<file path="src/rtl/shared_wire_arbiter.sv">
// Round-robin arbiter for a net shared by N tri-state drivers; enables at most one
// driver at a time and forces TURN_CYC all-off cycles between different ownerships.
module shared_wire_arbiter #(
  parameter int N        = 4,
  parameter int HOLD_MAX = 8,
  parameter int TURN_CYC = 1
) (
  input  logic                 clk,
  input  logic                 rst,
  input  logic [N-1:0]         req,
  output logic [N-1:0]         gnt,
  output logic [N-1:0]         oe,
  output logic [$clog2(N)-1:0] owner,
  output logic                 busy
);

  localparam int OW = $clog2(N);
  localparam int CW = $clog2(HOLD_MAX + 1);
  localparam int TW = $clog2(TURN_CYC + 1);

  localparam logic [1:0] ST_IDLE  = 2'd0;
  localparam logic [1:0] ST_GRANT = 2'd1;
  localparam logic [1:0] ST_TURN  = 2'd2;

  logic [1:0]    state;
  logic [OW-1:0] ptr;
  logic [CW-1:0] cnt;
  logic [TW-1:0] turn_cnt;
  logic [N-1:0]  gnt_q;
  logic [OW-1:0] pick;
  logic [N-1:0]  pick_onehot;
  logic          any_req;

  function automatic logic [OW-1:0] wrap_inc(input logic [OW-1:0] v);
    wrap_inc = (v == OW'(N - 1)) ? '0 : v + OW'(1);
  endfunction

  // Walk ptr, ptr+1, ... modulo N and return the first index with a request.
  function automatic logic [OW-1:0] rr_pick(input logic [N-1:0] r, input logic [OW-1:0] p);
    logic [OW-1:0] idx;
    logic          hit;
    idx     = p;
    hit     = 1'b0;
    rr_pick = p;
    for (int i = 0; i < N; i++) begin
      if (!hit && r[idx]) begin
        hit     = 1'b1;
        rr_pick = idx;
      end
      idx = wrap_inc(idx);
    end
  endfunction

  always_comb begin
    any_req     = |req;
    pick        = rr_pick(req, ptr);
    pick_onehot = {{(N-1){1'b0}}, 1'b1} << pick;
  end

  assign gnt = gnt_q;
  assign oe  = gnt_q;

  always_ff @(posedge clk) begin
    if (rst) begin
      state    <= ST_IDLE;
      gnt_q    <= '0;
      owner    <= '0;
      busy     <= 1'b0;
      ptr      <= '0;
      cnt      <= '0;
      turn_cnt <= '0;
    end else begin
      case (state)
        ST_GRANT: begin
          if (req[owner] && (cnt < CW'(HOLD_MAX))) begin
            cnt <= cnt + CW'(1);
          end else begin
            // owner is kept so the next arbitration starts just past it
            state    <= ST_TURN;
            gnt_q    <= '0;
            ptr      <= wrap_inc(owner);
            turn_cnt <= TW'(1);
          end
        end
        ST_TURN: begin
          if (turn_cnt == TW'(TURN_CYC)) begin
            if (any_req) begin
              state <= ST_GRANT;
              gnt_q <= pick_onehot;
              owner <= pick;
              cnt   <= CW'(1);
              busy  <= 1'b1;
            end else begin
              state <= ST_IDLE;
              busy  <= 1'b0;
            end
          end else begin
            turn_cnt <= turn_cnt + TW'(1);
          end
        end
        default: begin
          if (any_req) begin
            state <= ST_GRANT;
            gnt_q <= pick_onehot;
            owner <= pick;
            cnt   <= CW'(1);
            busy  <= 1'b1;
          end else begin
            state <= ST_IDLE;
            busy  <= 1'b0;
          end
        end
      endcase
    end
  end

endmodule

</file>
<file path="config.mk">
export PLATFORM = sky130hd
export DESIGN_NAME = shared_wire_arbiter
export DESIGN_NICKNAME = d
export VERILOG_FILES = /design/src/rtl/shared_wire_arbiter.sv
export SDC_FILE = /design/constraint.sdc
export NUM_CORES = 1
export LEC_CHECK = 0
export CORE_MARGIN = 8
export CORE_UTILIZATION = 45
export CTS_CLUSTER_DIAMETER = 40
export DETAILED_ROUTE_END_ITERATION = 7
export GPL_ROUTABILITY_DRIVEN = 0
export PLACE_DENSITY_LB_ADDON = 0.2
export SLEW_MARGIN = 20
export SYNTH_ARGS = -nofsm -noshare
export SYNTH_HDL_FRONTEND = slang
export SYNTH_SLANG_ARGS = --single-unit
</file>
<file path="constraint.sdc">
create_clock -name clk -period 2.14 [get_ports clk]
set_input_delay 0.214 -clock clk [delete_from_list [all_inputs] [get_ports clk]]
set_output_delay 0.214 -clock clk [all_outputs]
set_load 0.005 [all_outputs]
</file>
-- Word level (Yosys, flattened, before mapping)
Index checks and enable logic that the tools add are counted.
- register bits: 16
- output and inout bits: 11
- bits of input ports: 6
- logic and storage cells: 86
- shift-type cells: 1
- magnitude comparators: 6
- equality and inequality tests: 9
- mux-type cells: 41
- bitwise gates (word level): 2
- reductions and logical operators: 14
- add/sub/neg operators: 6
- operators by type and width (operator ; count):
    $mux W4 ; 6
    $mux W2 ; 11
    $pmux W4 S2 ; 2
    $lt A2 B3 Y1 const B ; 5
    $mux W1 ; 13
    $bmux W1 S2 ; 5
    $eq A2 B2 Y1 const B ; 5
    $reduce_and A2 Y1 ; 5
    $add A2 B1 Y2 const B ; 4
    $pmux W2 S2 ; 2
    $ne A2 B2 Y1 const B ; 3
    $add A4 B1 Y4 const B ; 1
    $logic_and A1 B1 Y1 ; 4
    $lt A4 B4 Y1 const B ; 1
    $pmux W1 S2 ; 2
    $reduce_or A4 Y1 ; 1
    $shl A1 B2 Y4 const A ; 1
    $logic_not A1 Y1 ; 3
    $eq A2 B1 Y1 const B ; 1
    $not A1 Y1 ; 2
    $reduce_bool A2 Y1 ; 1
    $add A1 B1 Y1 const B ; 1

-- Logic depth before layout (Yosys ltp)
Gate-level depths: netlist (run 1).
- depth in word-level cells: 16
- depth in mapped cells: 8
- gate-level depth less buffers: 7

-- Least setup slack after synthesis (run 1)
Ideal clock, no wire load.
- path type: register to register
- from: reg ptr[0]
- to: reg gnt_q[3] (netlist: gnt[3])
- setup slack: 0.069 ns
- buffers on the path: 1
- period minus slack after synthesis: 2.071 ns
- cell stages (with the launch flop): 9
- required time: 2.044 ns
- library setup time: 0.096 ns
- arrival time: 1.975 ns
- path through: dfxtp_1 > ha_1 > buf_4 > xor2_1 > o31ai_1 > a221oi_1 > nor2_1 > a2bb2oi_1 > o41ai_2
- cells in the longest elaborated chain, start to end: 16
- elaborated cells between the ends (all ways): 33
- those cells by class: add/sub (3); eq/ne (3); shift (1); mux (20); reduce/logical (6)
- RTL lines (what ; RTL line ; RTL):
    from (decl) ; 26 ; logic [OW-1:0] ptr;
    from (signal assigned) ; 81 ; ptr <= wrap_inc(owner);
    branches (longest 11 deep; another with $add A2 B1 Y2) ; n/a ;
    $mux W2 * ; 46 ; if (!hit && r[idx]) begin
    $shl A1 B2 Y4 * ; 57 ; pick_onehot = {{(N-1){1'b0}}, 1'b1} << pick;
    $mux W4 * ; 87, 102 ;
    $mux W4 ; 86 ; if (turn_cnt == TW'(TURN_CYC)) begin
    $pmux W4 S2 * ; 73 ; case (state)
    to (signal assigned) ; 89 ; gnt_q <= pick_onehot;
    to (signal assigned) ; 104 ; gnt_q <= pick_onehot;
    to (decl) ; 29 ; logic [N-1:0] gnt_q;
Mark *: on every way between the ends. The select of a mux whose other input is x is not followed.
A chain may end at the register's enable or synchronous reset.

-- Worst setup path after layout (run 1)
- from: reg ptr[0]
- to: reg gnt_q[2] (netlist: gnt[2])
Same word-level chain as after synthesis.

==> results of run 1 <==
## worst max-delay path, cell delays in order (launching register included)
cell      delay (ns)
dfxtp_2         0.35
ha_4            0.30
or4b_4          0.47
o22ai_2         0.13
a221oi_2        0.07
or3_1           0.35
o21a_2          0.16
o41ai_2         0.20
## layer usage
layer / global-route usage / part of all wire / vias to the layer above
met5: 0 / 0 / -
li1: - / - / 533
met3: 0.0503 / 0.078 / 0
met2: 0.203 / 0.46 / 32
met4: 0.0133 / 0 / 0
met1: 0.158 / 0.46 / 506
## cells in the mapped netlist, drive strengths merged (2+ instances only)
cell type	count
o21ai	5
nand2b	4
mux4	2
clkbuf	3
o211ai	2
nand2	6
o41ai	2
or3b	3
ha	3
nor2	15
o22ai	2
nor3	4
a21oi	6
xor2	2
or3	2
mux2	2
or2	2
buf	11
and3b	2
nand3b	4
inv	4
dfxtp	16
a211oi	4
nand4b	4
## flip-flops by register name (all words and copies together) (netlist names)
name	cells
busy	1
cnt	4
gnt	4
owner	2
ptr	2
state	2
turn_cnt	1
## worst paths after layout
kind | startpoint | endpoint | slack, ns | cells after the start
setup / recovery | ptr[0]$_SDFFE_PP0P_ | gnt[2]$_SDFFE_PP0P_ | 0.02 | 7
hold / removal | busy$_SDFFE_PP0P_ | busy$_SDFFE_PP0P_ | 0.47 | 2
setup reg to reg | ptr[0]$_SDFFE_PP0P_ | gnt[2]$_SDFFE_PP0P_ | 0.02 | 7
hold reg to reg | busy$_SDFFE_PP0P_ | busy$_SDFFE_PP0P_ | 0.47 | 2
## layout by cell type, fill, tap and decap left out, drive strengths merged, types with 4 or more instances in the layout
cell type / count
nand4b: 4
a21oi: 6
nor2: 15
buf: 20
nand3b: 4
clkdlybuf4s50: 16
o21ai: 5
nand2b: 4
dfxtp: 16
a211oi: 4
nor3: 4
inv: 4
nand2: 6
## area by class of cell
type | count | area [um2]
inverters | 4 | 15.0
clock buffers | 3 | 22.5
fillers | 221 | 975
multi-input cells | 95 | 764
well taps | 30 | 37.5
repair buffers | 36 | 318
flip-flops and latches | 16 | 323
## what timing repair did
item | 4_1_cts | 5_1_grt
resized for setup | 7 | 11
endpoints found under the setup margin | 5 | 6
setup buffers | 0 | 0
pin swaps | 0 | 2
hold endpoints to repair | 0 | 0
## logic make-up after synthesis
group,after synthesis,synth area share
compound gates,35,0.240
xor+xnor,2,0.0152
fa+ha+maj,3,0.0325
buf+inv,19,0.108
flops,16,0.278
mux,5,0.0738
simple gates,50,0.253
## stage by stage
stage / util / cells / instance area (um2) / power (uW)
finish: 0.603 / 184 / 1480 / 1420
global route: 0.603 / 184 / 1480 / 1540
CTS: 0.587 / 184 / 1440 / 1380
detailed placement: 0.567 / 181 / 1390 / 1190
global placement: 0.567 / 181 / 1390 / 1170
floorplan: - / 130 / 1150 / 936
## power by group through the flow
stage	Clock, uW	Sequential [uW]	Combinational (uW)
global placement	0	421	753
global route	182	438	917
CTS	159	424	800
detailed placement	0	426	767
finish	155	426	841
floorplan	0	426	510
==> results.tsv, run 1 <==
stage	metric	value	unit
status	status	finished, final reports clean	
floorplan	design.portCount	17	
cells_and_area	layout.nets	165	
pwr	clock_power_share	0.109	
grt	grt_max_degree	22	
cells_and_area	syn_to_final_growth	28.3	%
logic_synthesis	syn_inst	130	
sta	final-hold-violation-count	0	
sta	clock.fmax	0.471	GHz
drt	viasPerCell	5.82	
worst_setup_path	crit_arrival	2.32	ns
sta	fin_ws	0.0154	ns
drt	vias	1071	
logic_synthesis	syn_area	1150	um2
sta	setup_tns	0	ns
logic_synthesis	synth-seq-area-share	0.278	
logic_synthesis	synth_cell_types	52	
grt	grt_pass1_wl	4500	um
grt	first_global_vias	976	
floorplan	initial_core_util	0.470	
floorplan	die-area	4440	um2
clocking	root_buffer	clkbuf_4	
worst_setup_path	crit_type	flop to flop	
grt	antenna_found_initial	0	
worst_setup_path	cp-start-kind	flop	
pwr	sequentialPowerShare	0.300	
drt	first_iter_violations	42	
pwr	max-vdd-ir-drop	643	uV
clocking	cts_buffers	3	
logic_synthesis	synth_edf_count	0	
floorplan	die_x	66.6	um
cells_and_area	insertedDiodeCount	0	
logic_synthesis	netlist_top_cells_area	dfxtp_1 28%, nor2_1 4.9%, mux4_1 4.6%	
grt	gr-usage-all-layers	0.126	
drt	drt-wirelength-per-cell	14.6	um
logic_synthesis	ys_warn_count	0	
floorplan	core	2450	um2
clocking	cts_tree	done	
clocking	h-tree-depth	1	
drt	wirelength	2680	um
sta	setup_viol	0	
grt	grt_overflow	0	
place	io_buffers	16	
drt	ant_nets	0	
sta	maxSlewHeadroom	0.625	
cells_and_area	drive_gt1_frac	0.318	
pwr	p_per_area	960	nW/um2
sta	fin_crit_sh	0.993	
floorplan	dieHeight	66.6	um
drt	drt_first_pass_iters	4	
pwr	intPower	872	uW
run	max_cap_violations	0	
place	pre_cts_ws	-0.161	ns
worst_setup_path	end_kind	flop	
sta	rsz0062_at_grt	true	
clocking	clock_path_buffers	2	
logic_synthesis	syn-num-nets	139	
floorplan	rows	18	
sta	slew_viol_final	0	
clocking	hold_buffers	0	
logic_synthesis	syn_area_per_cell	8.87	um2
logic_synthesis	synth_seq_cells	16	
clocking	cts_num_sinks	16	
sta	fin_hold_ws	0.471	ns
sta	period_minus_slack	2.12	ns
place	post-dp-hpwl	2040	um
worst_setup_path	cp.required	2.33	ns
clocking	clk_latency	0.28	ns
drt	drc	0	
pwr	combPwrFrac	0.591	
clocking	path_clk_slew	0.09	ns
pwr	p_sw	550	uW
logic_synthesis	yosys.area.top_type	dfxtp_1	
min_path	hold_class	flop to flop	
logic_synthesis	async_reset_ff_frac	0	
logic_synthesis	synth-main-ff-cell	dfxtp_1	
sta	finClkSkew	0.00704	ns
sta	tightestPinTransition	0.560	ns
logic_synthesis	netlist.area_leader.share	0.278	
worst_setup_path	path_max_fanout	7	
pwr	power_leakage	0.000581	uW
pwr	power_switching_share	0.387	
No activity file was read; power rests on OpenSTA's default activity.
==> inputs of run 2 (changes only) <==
- CORE_MARGIN: 8 -> not set
- SKIP_LAST_GASP: not set -> 1
==> run 2 against run 1 <==
  * The run now ends with negative setup slack left
  * Fmax shrank 2.0%
  * Combinational power grew 2.4%
  * Setup slack lost 0.044 ns
  * Largest cell class unchanged
==> results.tsv, run 2 (synthesis gave the netlist of run 1 again) <==
stage	metric	value	unit
worst_setup_path	crit_buf_inv	0	
drt	ant_nets	0	
floorplan	initial_core_util	0.498	
floorplan	design.portCount	17	
cells_and_area	fin_util	0.643	
sta	finClkSkew	0.00177	ns
sta	clock.fmax	0.461	GHz
worst_setup_path	crit_type	flop to flop	
drt	vias	1052	
worst_setup_path	path_cells	ha_4, or4b_1, o22ai_2, a221oi_2, or3_1, o21a_2, a211oi_2	
sta	period_minus_slack	2.17	ns
cells_and_area	fillCellCount	215	
sta	rsz0062_at_grt	true	
grt	grt_pass1_wl	4400	um
clocking	hold_buffers	0	
cells_and_area	insertedDiodeCount	0	
worst_setup_path	cp.required	2.36	ns
pwr	p_per_area	998	nW/um2
clocking	cts_tree	done	
pwr	fin_total_pwr	1490	uW
cells_and_area	drive_gt1_frac	0.316	
worst_setup_path	timing.rr.start	ptr[1]$_SDFFE_PP0P_	
pwr	power_leakage	0.000585	uW
worst_setup_path	startpoint	ptr[1]$_SDFFE_PP0P_	
grt	gr-usage-all-layers	0.221	
cells_and_area	final_common_cell	buf_4	
sta	final-hold-violation-count	0	
sta	fin_ws	-0.0287	ns
drt	drt_first_pass_iters	4	
drt	drt-wirelength-per-cell	14.4	um
floorplan	core	2320	um2
floorplan	dieHeight	52.6	um
clocking	path_clk_slew	0.09	ns
sta	maxSlewHeadroom	0.656	
status	status	finished, violations left	
place	io_buffers	16	
min_path	hold_class	flop to flop	
floorplan	die_x	52.6	um
clocking	clock_path_buffers	2	
grt	first_global_vias	997	
sta	fin_crit_sh	1.01	
worst_setup_path	cp.depth	7	
run	max_cap_violations	0	
place	post-dp-hpwl	1900	um
status	violations	negative setup slack	
worst_setup_path	crit_arrival	2.39	ns
clocking	cts_num_sinks	16	
clocking	clk_latency	0.29	ns
cells_and_area	stdcell_count	183	
drt	first_iter_violations	30	
cells_and_area	layout.nets	165	
drt	drc	0	
worst_setup_path	crit_family	simple AND/OR/NAND/NOR gates	
floorplan	die-area	2770	um2
grt	grt_overflow	0	
clocking	cts_buffers	3	
worst_setup_path	max_stage_delay	0.47	ns
drt	wirelength	2640	um
worst_setup_path	regToRegSetupSlack	-0.03	ns
worst_setup_path	r2r_end	owner[1]$_SDFFE_PP0P_	
cells_and_area	most-common-layout-cells	18 x buf_4, 16 x clkdlybuf4s50_1, 14 x nor2_1, 14 x dfxtp_1	
worst_setup_path	crit_slowest_cell	or4b_1	
floorplan	rows	17	
clocking	h-tree-depth	1	
worst_setup_path	r2r_cells	7	
place	place_inst	177	
cells_and_area	syn_to_final_growth	29.2	%
sta	slew_viol_final	0	
worst_setup_path	endpoint	owner[1]$_SDFFE_PP0P_	
grt	antenna_found_initial	0	
pwr	max-vdd-ir-drop	557	uV
worst_setup_path	path_max_fanout	6	
clocking	root_buffer	clkbuf_4	
worst_setup_path	end_kind	flop	
sta	tightestPinTransition	0.515	ns
grt	grt_max_degree	22	
sta	setup_viol	4	
sta	setup_tns	-0.0480	ns
drt	viasPerCell	5.75	
worst_setup_path	cp-start-kind	flop	
[run 2: area by class of cell]
| class | count | area [um2] | area share |
|---|---|---|---|
| inverters | 4 | 15.0 | 0.0101 |
| multi-input cells | 95 | 763 | 0.512 |
| flip-flops and latches | 16 | 323 | 0.217 |
| clock buffers | 4 | 36.3 | 0.0243 |
| well taps | 28 | 35.0 | 0.0235 |
| repair buffers | 36 | 318 | 0.213 |
[run 2: per-stage QoR]
stage | hold slack [ns] | setup slack, ns | instance area (um2)
6_report | 0.459 | -0.0287 | 1490
5_1_grt | 0.501 | -0.0972 | 1490
4_1_cts | 0.463 | -0.0175 | 1490
3_5_place_dp | 0.448 | -0.206 | 1370
3_3_place_gp | 0.445 | -0.137 | 1370
2_1_floorplan | 0.444 | 0.0695 | 1150
[run 2: worst min-delay path, delay by kind of cell, from the launching register on]
family             cells  cell delay [ns]
DFF                    1             0.32
and+or+nand+nor        1             0.05
AOI/OAI and AO/OA      1             0.05
[run 2: how the worst min path moves through the flow]
stage,from,to,slack (ns),cells past startpoint
final,busy$_SDFFE_PP0P_,busy$_SDFFE_PP0P_,0.46,2
after global routing,busy$_SDFFE_PP0P_,busy$_SDFFE_PP0P_,0.50,2
after CTS,busy$_SDFFE_PP0P_,busy$_SDFFE_PP0P_,0.46,2
after detailed placement,busy$_SDFFE_PP0P_,busy$_SDFFE_PP0P_,0.45,2
after global placement,busy$_SDFFE_PP0P_,busy$_SDFFE_PP0P_,0.44,2
after floorplan,rst,cnt[2]$_SDFFE_PP0P_,0.44,2
[run 2: power breakdown]
group          switching (uW)  internal (uW)  total [uW]
registers                55.3            369         424
logic                     406            454         861
clock network            98.5            104         202
[run 2: what timing repair did]
item,in CTS,in global routing
endpoints found under the setup margin,6,6
gates resized for setup,14,3
hold endpoints to repair,0,0
pin swaps,7,1
buffers inserted,2,0
[run 2: metal layers]
layer	share of wire	vias to the layer above	GRT usage
met4	0.010	0	0.0526
li1	-	537	-
met5	0	-	0
met1	0.51	493	0.288
met2	0.45	18	0.361
met3	0.032	4	0.0551
